`src/rtl/scs8hd_engate_ctl_2.sv`:
```
// scs8hd_engate_ctl_2 - settle/hold enable controller for a downstream scs8hd_and2b_2 gate.
//
// Turns the level request REQ into a glitch-free, registered active-low enable AN.
// Assertion of the enable waits out a settle window. Removal waits out a hold window.
// ACK reports when the enable has been granted.
//
// Optional feature macro: SC_ENGATE_REQ_SYNC_EN
//   When defined, REQ passes through a 2-flop synchronizer before the FSM, so REQ may be
//   asynchronous. Every latency then grows by exactly 2 cycles.
//
// Parameters:
//   SETTLE_CYC - cycles from accepted request to enable assertion (1..15)
//   HOLD_CYC   - cycles the enable is held after request removal (0..15)
//
// Ports:
//   CLK   - clock, rising edge
//   RESET - asynchronous active-high reset
//   REQ   - level enable request
//   ACK   - enable granted (high only in ON)
//   AN    - active-low enable to the and2b AN pin (low only in ON or HOLD)
//   BUSY  - high in SETTLE and HOLD
//   CNT   - current window counter value, for observation
module scs8hd_engate_ctl_2 #(
  parameter int unsigned SETTLE_CYC = 4,
  parameter int unsigned HOLD_CYC   = 2
) (
  input  logic       CLK,
  input  logic       RESET,
  input  logic       REQ,
  output logic       ACK,
  output logic       AN,
  output logic       BUSY,
  output logic [3:0] CNT
);

  localparam logic [1:0] ST_OFF    = 2'd0;
  localparam logic [1:0] ST_SETTLE = 2'd1;
  localparam logic [1:0] ST_ON     = 2'd2;
  localparam logic [1:0] ST_HOLD   = 2'd3;

  // Window loads are (cycles - 1), saturated to the 4-bit counter range.
  localparam int unsigned SETTLE_M1 = (SETTLE_CYC == 0) ? 0 : SETTLE_CYC - 1;
  localparam int unsigned HOLD_M1   = (HOLD_CYC == 0) ? 0 : HOLD_CYC - 1;
  localparam logic [3:0]  SETTLE_LOAD = (SETTLE_M1 > 15) ? 4'd15 : 4'(SETTLE_M1);
  localparam logic [3:0]  HOLD_LOAD   = (HOLD_M1 > 15) ? 4'd15 : 4'(HOLD_M1);

  logic       w_req;
  logic [1:0] r_state;
  logic [1:0] w_state_d;
  logic [3:0] r_cnt;
  logic [3:0] w_cnt_d;
  logic       r_an;
  logic       r_ack;
  logic       r_busy;
  logic       w_an_d;
  logic       w_ack_d;
  logic       w_busy_d;

`ifdef SC_ENGATE_REQ_SYNC_EN
  logic r_req_s1;
  logic r_req_s2;

  always_ff @(posedge CLK or posedge RESET) begin
    if (RESET) begin
      r_req_s1 <= 1'b0;
      r_req_s2 <= 1'b0;
    end else begin
      r_req_s1 <= REQ;
      r_req_s2 <= r_req_s1;
    end
  end

  assign w_req = r_req_s2;
`else
  assign w_req = REQ;
`endif

  always_comb begin
    w_state_d = r_state;
    w_cnt_d   = r_cnt;
    case (r_state)
      ST_OFF: begin
        w_cnt_d = 4'd0;
        if (w_req) begin
          w_state_d = ST_SETTLE;
          w_cnt_d   = SETTLE_LOAD;
        end
      end
      ST_SETTLE: begin
        if (!w_req) begin
          // Abort: request vanished before the window elapsed, no enable pulse.
          w_state_d = ST_OFF;
          w_cnt_d   = 4'd0;
        end else if (r_cnt == 4'd0) begin
          w_state_d = ST_ON;
          w_cnt_d   = 4'd0;
        end else begin
          w_cnt_d = r_cnt - 4'd1;
        end
      end
      ST_ON: begin
        w_cnt_d = 4'd0;
        if (!w_req) begin
          if (HOLD_CYC == 0) begin
            w_state_d = ST_OFF;
          end else begin
            w_state_d = ST_HOLD;
            w_cnt_d   = HOLD_LOAD;
          end
        end
      end
      ST_HOLD: begin
        if (w_req) begin
          // Enable is still asserted, so a returning request needs no re-settle.
          w_state_d = ST_ON;
          w_cnt_d   = 4'd0;
        end else if (r_cnt == 4'd0) begin
          w_state_d = ST_OFF;
          w_cnt_d   = 4'd0;
        end else begin
          w_cnt_d = r_cnt - 4'd1;
        end
      end
      default: begin
        w_state_d = ST_OFF;
        w_cnt_d   = 4'd0;
      end
    endcase
  end

  // Outputs decode the next state so they register on the same edge as the state.
  always_comb begin
    w_an_d   = !((w_state_d == ST_ON) || (w_state_d == ST_HOLD));
    w_ack_d  = (w_state_d == ST_ON);
    w_busy_d = (w_state_d == ST_SETTLE) || (w_state_d == ST_HOLD);
  end

  always_ff @(posedge CLK or posedge RESET) begin
    if (RESET) begin
      r_state <= ST_OFF;
      r_cnt   <= 4'd0;
      r_an    <= 1'b1;
      r_ack   <= 1'b0;
      r_busy  <= 1'b0;
    end else begin
      r_state <= w_state_d;
      r_cnt   <= w_cnt_d;
      r_an    <= w_an_d;
      r_ack   <= w_ack_d;
      r_busy  <= w_busy_d;
    end
  end

  assign AN   = r_an;
  assign ACK  = r_ack;
  assign BUSY = r_busy;
  assign CNT  = r_cnt;

endmodule
```
`config.mk`:
```
export PLATFORM = sky130hd
export DESIGN_NAME = scs8hd_engate_ctl_2
export DESIGN_NICKNAME = d
export VERILOG_FILES = /design/src/rtl/scs8hd_engate_ctl_2.sv
export SDC_FILE = /design/constraint.sdc
export NUM_CORES = 1
export LEC_CHECK = 0
export CAP_MARGIN = 20
export CORE_AREA = 2 2 39 41
export CTS_CLUSTER_DIAMETER = 80
export DETAILED_ROUTE_END_ITERATION = 16
export DIE_AREA = 0 0 41 43
export DONT_BUFFER_PORTS = 1
export SLEW_MARGIN = 0
export SYNTH_ARGS = -nofsm -noshare
export SYNTH_HDL_FRONTEND = slang
export SYNTH_SLANG_ARGS = --single-unit
```
`constraint.sdc`:
```
create_clock -name CLK -period 4.6 [get_ports CLK]
set_clock_uncertainty 0.2 [all_clocks]
set_input_delay 0.92 -clock CLK [delete_from_list [all_inputs] [get_ports CLK]]
set_output_delay 0.92 -clock CLK [all_outputs]
set_load 0.05 [all_outputs]
```
; Word level (Yosys, flattened, before mapping)
; Index checks and enable logic that the tools add are counted.
[op_classes]
reduce_logical = 5
n_mux = 13
n_eq_ne = 6
addsub = 1
[op_table]
columns = operator, count
row1 = case mux 4 bit (4 select lines), 1
row2 = 2-to-1 mux 2 bit, 7
row3 = 2-to-1 mux 4 bit, 3
row4 = equality test 2 bit (second input constant), 4
row5 = case mux 2 bit (4 select lines), 1
row6 = equality test 2 x 1 -> 1 bit (second input constant), 2
row7 = zero test 4 bit, 1
row8 = subtractor 4 x 1 -> 4 bit (second input constant), 1
row9 = zero test 2 bit, 1
row10 = logical OR 1 bit, 2
row11 = zero test 1 bit, 1
row12 = 2-to-1 mux 1 bit, 1
[word_totals]
regBits = 9
inputBits = 3
out_inout_bits = 7
word_cells = 30

; Depth between registers and ports, before layout
[logic_depth]
ltp_word = 7
depth_mapped = 5

; Least setup slack after synthesis
; Ideal clock, no wire load.
[synth_path]
path_kind = register to register
startpoint = register r_cnt[0] (netlist: CNT[0])
endpoint = register r_state[1]
t_required_ps = 4272
arrival_ps = 1600
setup_slack_ps = 2673
stages_incl_launch_ff = 6
cell_sequence = dfrtp_1 -> inv_1 -> ha_1 -> nor4bb_1 -> buf_2 -> mux2_1
[synth_between]
elab_chain_len = 4
elab_cells_between_ends = 6
classes_between = mux (5) / reduce/logical (1)
[synth_rtl]
columns = item, line_no
row1 = start: declaration, 50  ; logic [3:0] r_cnt;
row2 = start signal: assignment, 147  ; r_cnt <= w_cnt_d;
row3 = zero test 4 bit *, "94, 117"
row4 = "2-to-1 mux 2 bit, on equally long branches", "117, 94"
row5 = "2-to-1 mux 2 bit, on equally long branches", "113, 90"
row6 = case mux 2 bit (4 select lines) *, 81  ; case (r_state)
row7 = via w_state_d[1], 49  ; logic [1:0] w_state_d;
row8 = end signal: assignment, 146  ; r_state <= w_state_d;
row9 = end: declaration, 48  ; logic [1:0] r_state;
; Mark *: on every way through the listed nets, which the timed path passes. The rest lies on a longest branch.

; Worst setup path after layout
; Same ends and word-level chain as after synthesis.

==> flow_metrics.tcl <==
set metrics [dict create \
    route.antenna.remaining_nets 0 \
    die_area_um2 1760 \
    max-cap-violations 0 \
    critical_path_arrival_ns 2.48 \
    ys_seq_area_share_pct 55.0 \
    num-fill-cells 144 \
    dp.final_hpwl_um 628 \
    achievable-frequency_mhz 393 \
    finalCritPeriodShare_pct 55.4 \
    post_cts_buffers 0 \
    dpl_worst_slack_ns 2.08 \
    synth-seq-cells 9 \
    start_kind "flip-flop" \
    layout.nets 42 \
    rows 14 \
    yosysWarnings 0 \
    pin_count_of_the_biggest_net_entering_global_routing 10 \
    grt_first_pass_wirelength_um 1260 \
    design.core.area_um2 1380 \
    die-height_um 43 \
    endpoint_required_time_on_the_critical_path_ns 4.53 \
    fin_area_um2 453 \
    synth.top_cells.by_area "dfrtp_1, dfstp_2, ha_1" \
    timing.setup.tns_ns 0 \
    cts-resized-gates 0 \
    layout.cells.most_common "dfrtp_1" \
    initialDrtViolationCount 0 \
    number_of_global_route_vias_before_repair 285 \
    reg2reg_slack_ns 2.05 \
    worst_hold_path_type "flip-flop to flip-flop" \
    cts_sinks 9 \
    synth.cell_area_um2 412 \
    count_of_buffers_inserted_at_the_top_level_ports 0 \
    synth_cell_type_count 19 \
    gp_routability_congestion 0.616 \
    drt_first_pass_iters 1 \
    timing.critical_path.to_type "flip-flop" \
    tightestPinTransition_ns 1.03 \
    criticalPathCategory "flip-flop to flip-flop" \
    slew_violations 0 \
    synth_fp_nets 38 \
    final_routed_wirelength_um 775 \
    dp_area_um2 427 \
    post_route_cells_drive_above_1_share_pct 16.7 \
    final_period_minus_worst_setup_slack_ns 2.55 \
    synth_top_cell_area_share_pct 48.6 \
    num_io_pins 10 \
    final_core_util_pct 32.7 \
    hold_viol_final 0 \
    antenna_cells_inserted 0 \
    worst_skew_pair.late_latency_ns 0.25 \
    grt_setup_unrepaired "false" \
    drc 0 \
    area_overhead_of_the_layout_relative_to_synthesis_pct 10.0 \
    area_of_the_multi_input_gates_um2 165 \
    grt-ovfl-total 0 \
    worstPathMaxFanout 6 \
    cts_tree "yes" \
    grt_use_total_pct 11.6 \
    cts_inserted_buffers 3 \
    layout_common_cells "dfrtp_1, inv_1, clkbuf_4" \
    cts-root-to-sink-buffers 2 \
    routed_wire_length_per_instance_um 14.9 \
    synthCells 33 \
    detail_route.vias_per_cell 4.87 \
    layout.area.seq_um2 226 \
    clock_tree.root_cell "clkbuf_4" \
    synth_top_cell_by_area "dfrtp_1" \
    holdBufCountCts 0 \
    routed-via-count 253 \
    number_of_antenna_violations_at_the_first_check_in_global_routing 0 \
    syn_avg_cell_area_um2 12.5 \
    initial_cell_density_of_the_core_pct 29.7 \
    status "finished, final reports clean" \
    setup_viol 0 \
    relSlewSlack_pct 30.3 \
    setup_ws_ns 2.05 \
    cts-htree-levels 1 \
    die_w_um 41 \
    clkSlewWorstSetupHoldPaths_ns 0.06 \
]
per-layer routing:
| metal | global-route usage, % | wire, µm | vias to the layer above |
|---|---|---|---|
| li1 | - | - | 121 |
| met1 | 10.9 | 272 | 127 |
| met2 | 18.1 | 454 | 5 |
| met3 | 6.28 | 49 | 0 |
| met4 | 8.00 | 0 | 0 |
| met5 | 0 | 0 | - |
worst paths after layout:
| check | startpoint | cells past startpoint | to |
|---|---|---|---|
| max in group asynchronous | RESET | 1 | AN |
| min reg2reg | r_state[1] | 1 | AN |
| min in group asynchronous | RESET | 1 | BUSY |
| max | CNT[0] | 4 | r_state[1] |
| min | r_state[1] | 1 | AN |
| max reg2reg | CNT[0] | 4 | r_state[1] |
final cells by class:
cell class	count	share of cell area [%]
Sequential cell	9	50.0
Tap cell	16	4.42
Inverter	4	3.31
Clock buffer	4	5.80
Multi-Input combinational cell	19	36.5
metrics by stage:
stage	hold WS (ns)	cells
global route	0.313	52
global placement	0.275	48
floorplan	0.259	33
finish	0.303	52
CTS	0.299	52
detailed placement	0.290	48
synthesized netlist by cell type:
master     number
nor4bb_1        1
a2111oi_2       1
nor4_1          1
nand2b_1        2
o31ai_1         1
o32ai_1         1
a211oi_1        1
ha_1            2
or4_4           1
mux2_1          1
buf_2           1
dfrtp_1         8
nor2_1          2
nor3b_1         1
xnor2_1         2
dfstp_2         1
inv_1           4
o21a_1          1
mux2i_1         1
critical path, stage by stage (launching register included):
cell and delay (ns):
dfrtp_1 0.60, inv_1 0.18, ha_1 0.18, nor4bb_1 0.88, mux2_1 0.39
registers in the layout, summed over array words and instances, names as in the netlist:
signal	count
CNT	4
r_state	2
ACK	1
AN	1
BUSY	1
logic make-up (layout without fill, tap and decap cells):
logic type,count (synthesis),count (layout),synth area share [%]
compound gates,5,5,11.2
simple gates,8,8,13.4
buf+inv,5,8,4.86
fa+ha+maj,2,2,6.08
xor+xnor,2,2,4.26
flops,9,9,55.0
mux,2,2,5.17
Power is left out: the tool's default activity adds up to more than one toggle a clock period on the data nets, which glitch-free logic cannot reach.
